==> config.mk <==
export PLATFORM = sky130hd
export DESIGN_NAME = hazard_scoreboard
export DESIGN_NICKNAME = d
export VERILOG_FILES = /design/src/rtl/hazard_pkg.sv /design/src/rtl/hazard_sb_entry.sv /design/src/rtl/hazard_scoreboard.sv
export SDC_FILE = /design/constraint.sdc
export NUM_CORES = 1
export LEC_CHECK = 0
export BUFFER_PORTS_ARGS = -buffer_cell sky130_fd_sc_hd__buf_2
export CAP_MARGIN = 0
export CELL_PAD_IN_SITES_DETAIL_PLACEMENT = 0
export CELL_PAD_IN_SITES_GLOBAL_PLACEMENT = 1
export CORE_MARGIN = 2
export CORE_UTILIZATION = 40
export CTS_BUF_LIST = sky130_fd_sc_hd__clkbuf_16
export DETAILED_ROUTE_END_ITERATION = 6
export PLACE_DENSITY_LB_ADDON = 0.1
export SYNTH_ARGS = -nofsm -noshare
export SYNTH_HDL_FRONTEND = slang
export SYNTH_SLANG_ARGS = --single-unit
export TNS_END_PERCENT = 10
==> constraint.sdc <==
create_clock -name clk -period 4 [get_ports clk]
set_input_delay 0.4 -clock clk [delete_from_list [all_inputs] [get_ports clk]]
set_output_delay 0.4 -clock clk [all_outputs]
set_load 0.05 [all_outputs]
==> src/rtl/hazard_pkg.sv <==
// Shared definitions for the ID-stage hazard scoreboard.
//   NREGS    : architectural register count (register 0 is hard-wired zero)
//   REG_AW   : register index width
//   MAX_LAT  : largest producer latency the scoreboard tracks
//   LAT_W    : width of a per-register countdown
//   ZERO_REG : index of the hard-wired zero register
//   lat_t    : latency / countdown type
//   clamp_lat: limits a requested latency to MAX_LAT
package hazard_pkg;

  localparam int NREGS   = 32;
  localparam int REG_AW  = 5;
  localparam int MAX_LAT = 4;
  localparam int LAT_W   = 3;

  localparam logic [REG_AW-1:0] ZERO_REG = '0;

  typedef logic [LAT_W-1:0] lat_t;

  function automatic lat_t clamp_lat(input lat_t lat);
    return (lat > lat_t'(MAX_LAT)) ? lat_t'(MAX_LAT) : lat;
  endfunction

endpackage

==> src/rtl/hazard_sb_entry.sv <==
// One register's countdown in the hazard scoreboard.
// Ports:
//   clk     : rising-edge clock
//   rst     : synchronous active-high reset, overrides freeze
//   set     : a producer targeting this register issues this cycle
//   set_val : producer latency L (already clamped to MAX_LAT)
//   freeze  : whole pipeline held; the count does not move
//   busy    : count is nonzero, a reader of this register must stall
module hazard_sb_entry
  import hazard_pkg::*;
(
  input  logic clk,
  input  logic rst,
  input  logic set,
  input  lat_t set_val,
  input  logic freeze,
  output logic busy
);

  lat_t cnt;
  lat_t cnt_dec;
  lat_t set_rem;

  // The count holds the number of cycles a reader in ID still has to stall.
  // The issue cycle itself is the first of the producer's L cycles, so a new
  // producer leaves L-1 stall cycles behind it (L of 0 or 1 means none).
  assign cnt_dec = (cnt != '0) ? cnt - lat_t'(1) : '0;
  assign set_rem = (set_val != '0) ? set_val - lat_t'(1) : '0;

  // NOTE: state is updated with non-blocking assignments only, so every
  // entry samples the same pre-edge values no matter the evaluation order.
  always_ff @(posedge clk) begin
    if (rst) begin
      cnt <= '0;
    end else if (!freeze) begin
      // On WAW the older, longer-running result keeps the register busy.
      if (set && (set_rem > cnt_dec)) cnt <= set_rem;
      else                            cnt <= cnt_dec;
    end
  end

  assign busy = (cnt != '0);

endmodule

==> src/rtl/hazard_scoreboard.sv <==
// ID-stage hazard unit built on a per-register countdown scoreboard.
// A producer issuing from ID marks its destination busy for the cycles its
// result is not yet usable; readers of a busy register stall ID.
// Ports:
//   clk, rst           : clock, synchronous active-high reset
//   id_valid           : valid instruction in ID
//   id_single_src      : only src1 is read
//   id_src1, id_src2   : source registers
//   id_wb_en, id_dest  : destination write enable and index
//   id_lat_fwd         : latency until the result can be forwarded
//   id_lat_wb          : latency until the result reaches the register file
//   forwarding_enable  : selects id_lat_fwd (1) or id_lat_wb (0) for this issue
//   id_flush           : ID instruction killed this cycle
//   pipe_freeze        : whole pipeline held
//   hazard_detected    : stall ID (combinational)
//   busy_mask          : per-register busy flags, bit 0 always 0
//   stall_cycles       : saturating count of non-frozen stall cycles,
//                        present only when HAZARD_SB_STATS_EN is defined
module hazard_scoreboard
  import hazard_pkg::*;
(
  input  logic              clk,
  input  logic              rst,
  input  logic              id_valid,
  input  logic              id_single_src,
  input  logic [REG_AW-1:0] id_src1,
  input  logic [REG_AW-1:0] id_src2,
  input  logic              id_wb_en,
  input  logic [REG_AW-1:0] id_dest,
  input  lat_t              id_lat_fwd,
  input  lat_t              id_lat_wb,
  input  logic              forwarding_enable,
  input  logic              id_flush,
  input  logic              pipe_freeze,
  output logic              hazard_detected,
  output logic [NREGS-1:0]  busy_mask
`ifdef HAZARD_SB_STATS_EN
  ,
  output logic [31:0]       stall_cycles
`endif
);

  logic src1_busy;
  logic src2_busy;
  logic issue;
  lat_t issue_lat;

  // Register 0 has no entry, so its busy bit is a constant 0 and reads of
  // it can never raise a hazard.
  assign busy_mask[0] = 1'b0;

  assign src1_busy = busy_mask[id_src1];
  assign src2_busy = busy_mask[id_src2] & ~id_single_src;

  assign hazard_detected = id_valid & ~id_flush & (src1_busy | src2_busy);

  // The scoreboard is read before it is written, so an instruction whose
  // destination equals its own source never hazards against itself.
  assign issue = id_valid & ~hazard_detected & ~id_flush & ~pipe_freeze &
                 id_wb_en & (id_dest != ZERO_REG);

  assign issue_lat = clamp_lat(forwarding_enable ? id_lat_fwd : id_lat_wb);

  for (genvar r = 1; r < NREGS; r++) begin : g_entry
    hazard_sb_entry u_entry (
      .clk     (clk),
      .rst     (rst),
      .set     (issue && (id_dest == REG_AW'(r))),
      .set_val (issue_lat),
      .freeze  (pipe_freeze),
      .busy    (busy_mask[r])
    );
  end

`ifdef HAZARD_SB_STATS_EN
  always_ff @(posedge clk) begin
    if (rst) begin
      stall_cycles <= '0;
    end else if (hazard_detected && !pipe_freeze && (stall_cycles != 32'hFFFF_FFFF)) begin
      stall_cycles <= stall_cycles + 32'd1;
    end
  end
`endif

endmodule
==> metrics.cfg <==
[critical_path]
crit-reg2reg-capture=g_entry[16].u_entry.cnt[2]
cp-start-kind=flop
critical_path_arrival_ns=3.03
timing_worst_setup_path_type=flop to primary output
path_max_fanout=16
crit-reg2reg-launch=g_entry[19].u_entry.cnt[0]
endpoint_kind=primary output
timing.reg2reg.setup_slack_ns=0.69
data_required_time_of_the_critical_path_ns=3.60
reg2regPathDepth=10

[clocking]
ctsHtreeMaxLevel=3
cts_tree=yes
cts_num_sinks=93
postCtsHoldBufs=0
clkSlewWorstSetupHoldPaths_ns=0.07
clock_insertion_delay_at_the_later_pin_of_the_skew_report_ns=0.37
cts_inserted_buffers=9
cts_resized=0
clk_root_buffer_cell=sky130_fd_sc_hd__clkbuf_16
max-clock-path-buffers=2
post-cts-setup-buffer-count=0

[pwr]
power.total_mw=2.69
seq_power_share_pct=36.3
power.leakage_nw=4.10
power-per-cell-area_nw_per_um2=288
irDropWorstVdd_mv=0.199
p_int_mw=1.75
clkPwrFrac_pct=36.8
part_of_the_total_power_dissipated_in_combinational_logic_pct=26.8
power.switching_mw=0.947
power.share.switching_pct=35.2

[drt]
detail_route.wl_per_cell_um=20.5
wl_um=29000
vias=8254
post-route-drc-count=0
ant_nets=0
drt-initial-drc-count=539
vias_per_cell=5.85
drt-pass1-iter-count=5

[grt]
grt_first_pass_wirelength_um=44700
grt_max_degree=46
grt_usage_pct=26.2
number_of_antenna_violations_at_the_first_check_in_global_routing=1
grt-ovfl-total=0
first_global_vias=7689

[logic_synthesis]
ys_seq_area_share_pct=21.9
async_flop_share_pct=0
post_synth_inst_count=1108
netlist-cell-type-count=59
synth_flop_cell=sky130_fd_sc_hd__dfxtp_1
synth.avg_cell_area_um2=7.68
yosysWarnings=0
synth.ff_latch_count=93
synth_top_cells_by_area=sky130_fd_sc_hd__dfxtp_1 22%, sky130_fd_sc_hd__ha_1 14%, sky130_fd_sc_hd__nor2_1 5.7%, sky130_fd_sc_hd__nand2_1 4.4%, sky130_fd_sc_hd__nor3_1 3.8%
netlist.area_leader.share_pct=21.9
number_of_nets_produced_by_synthesis=1232
yosys.area.top_type=sky130_fd_sc_hd__dfxtp_1
mappedNetlistArea_um2=8510
synth_edf_count=0

[floorplanning]
die_area_um2=22500
floorplan.initialDensity_pct=40.6
placement_rows=53
core-area_um2=21000
die_x_um=150
die_height_um=150
ios=62

[sta]
final.setup_skew_ns=0.0138
setup_viol_count_final=0
relSlewSlack_pct=43.7
period_needed_ns=3.43
post-route-period-util_pct=85.7
slew_violations=0
postLayoutSetupSlackWorst_ns=0.570
grt_setup_unrepaired=false
setup_total_negative_slack_ns=0
achievable-frequency_ghz=0.292
fin_hold_ws_ns=0.484
worst_slew_pin_tran_ns=0.838
finalHoldViolations=0

[placed_design]
place.detailed.instances=1396
post-dp-hpwl_um=19700
port_buffers=60
gp_congestion=0.857
place_worst_setup_slack_ns=0.524

[status]
run_status=finished clean

[final_layout]
largestRegisters=g_entry.u_entry.cnt x93
layoutNonFillerInstCount=1412
regMostFlops=g_entry.u_entry.cnt
largest_register_ffs=93
layout.cells.most_common_list=129 x sky130_fd_sc_hd__nor2_1, 99 x sky130_fd_sc_hd__nand2_1, 94 x sky130_fd_sc_hd__ha_1, 93 x sky130_fd_sc_hd__dfxtp_1, 64 x sky130_fd_sc_hd__nor3_1
drive_gt1_share_pct=15.1
final_stage_net_count=1256
antenna-diode-count=0
most_common_cell_after_layout_fill_and_taps_aside=sky130_fd_sc_hd__nor2_1
areaGrowthSynthToFinish_pct=10.0

[hold_path]
hold_class=flop to flop
whs_path_depth=2
hold_ep=g_entry[23].u_entry.cnt[1]
hold_start=g_entry[23].u_entry.cnt[1]

[job]
drv_cap=0

-- worst max-delay path, cell delays in order, from the launching register on --
cell and delay, ns:
sky130_fd_sc_hd__dfxtp_1 0.41, sky130_fd_sc_hd__nor3_1 0.11, sky130_fd_sc_hd__buf_4 0.17, sky130_fd_sc_hd__mux4_2 0.46, sky130_fd_sc_hd__and3_1 0.21, sky130_fd_sc_hd__a211oi_2 0.51, sky130_fd_sc_hd__nor4b_4 0.09, sky130_fd_sc_hd__buf_4 0.23
sky130_fd_sc_hd__nor3b_1 0.18, sky130_fd_sc_hd__buf_2 0.29
-- worst max path at each step --
stage                                            end  depth (start not counted)  slack, ns                        from
after floorplan           g_entry[16].u_entry.cnt[2]                         13       0.19           forwarding_enable
after global placement    g_entry[20].u_entry.cnt[2]                         15       0.61           forwarding_enable
after detailed placement  g_entry[24].u_entry.cnt[2]                         15       0.52           forwarding_enable
after CTS                            hazard_detected                          9       0.60  g_entry[13].u_entry.cnt[0]
after global routing                 hazard_detected                          9       0.48  g_entry[13].u_entry.cnt[0]
final                                hazard_detected                          9       0.57  g_entry[13].u_entry.cnt[0]
-- area by class of cell --
class / count / area [µm²]
Timing Repair Buffer: 96 / 596
Fill cell: 2217 / 11600
Multi-Input combinational cell: 890 / 6070
Inverter: 42 / 158
Clock buffer: 9 / 225
Clock inverter: 7 / 98.8
Tap cell: 275 / 344
Sequential cell: 93 / 1860
-- power by group through the flow --
stage | combinational, mW | sequential [mW] | clock, mW
finish | 0.723 | 0.979 | 0.991
global route | 0.792 | 0.984 | 1.04
CTS | 0.721 | 0.978 | 1.01
detailed placement | 0.718 | 1.00 | 0
global placement | 0.710 | 1.00 | 0
floorplan | 0.504 | 0.988 | 0
-- kinds of logic (layout without fill, tap and decap cells) --
logic type	Yosys count	count (layout)	share of synthesized area (%)
simple gates	475	475	28.6
compound gates	256	256	20.0
buf+inv	125	154	7.00
fa+ha+maj	95	95	14.0
flops	93	93	21.9
mux	63	63	8.50
other cells	1	1	0.0441
-- cell usage after synthesis, drive strengths merged (5+ instances only) --
master   instances
a2111oi         10
a211oi          27
a21oi           53
a2bb2oi          5
a311oi          17
a31oi            9
and3            20
buf             40
clkbuf          43
dfxtp           93
ha              95
inv             42
mux2            29
mux2i           31
nand2           99
nand2b           8
nand3           27
nand4           16
nor2           130
nor2b           37
nor3            69
nor3b           34
nor4            13
o211ai           8
o21a            33
o21ai           63
o21bai           5
o31ai            7
or4b             6
-- through the flow --
stage,instance area (µm²),util (%)
after global placement,9030,43.1
after CTS,9360,44.7
after global routing,9360,44.7
after floorplan,8510,-
final,9360,44.7
after detailed placement,9030,43.1
-- routing by layer --
layer  global-route usage, %  routed length [µm]  vias to the layer above
met3                    2.35                1360                       29
met5                       0                   0                        -
li1                        -                   -                     4098
met4                    6.89                 494                        0
met2                    43.5               13300                      215
met1                    36.4               13800                     3912
Note: power is estimated with default switching activity, not from simulation.
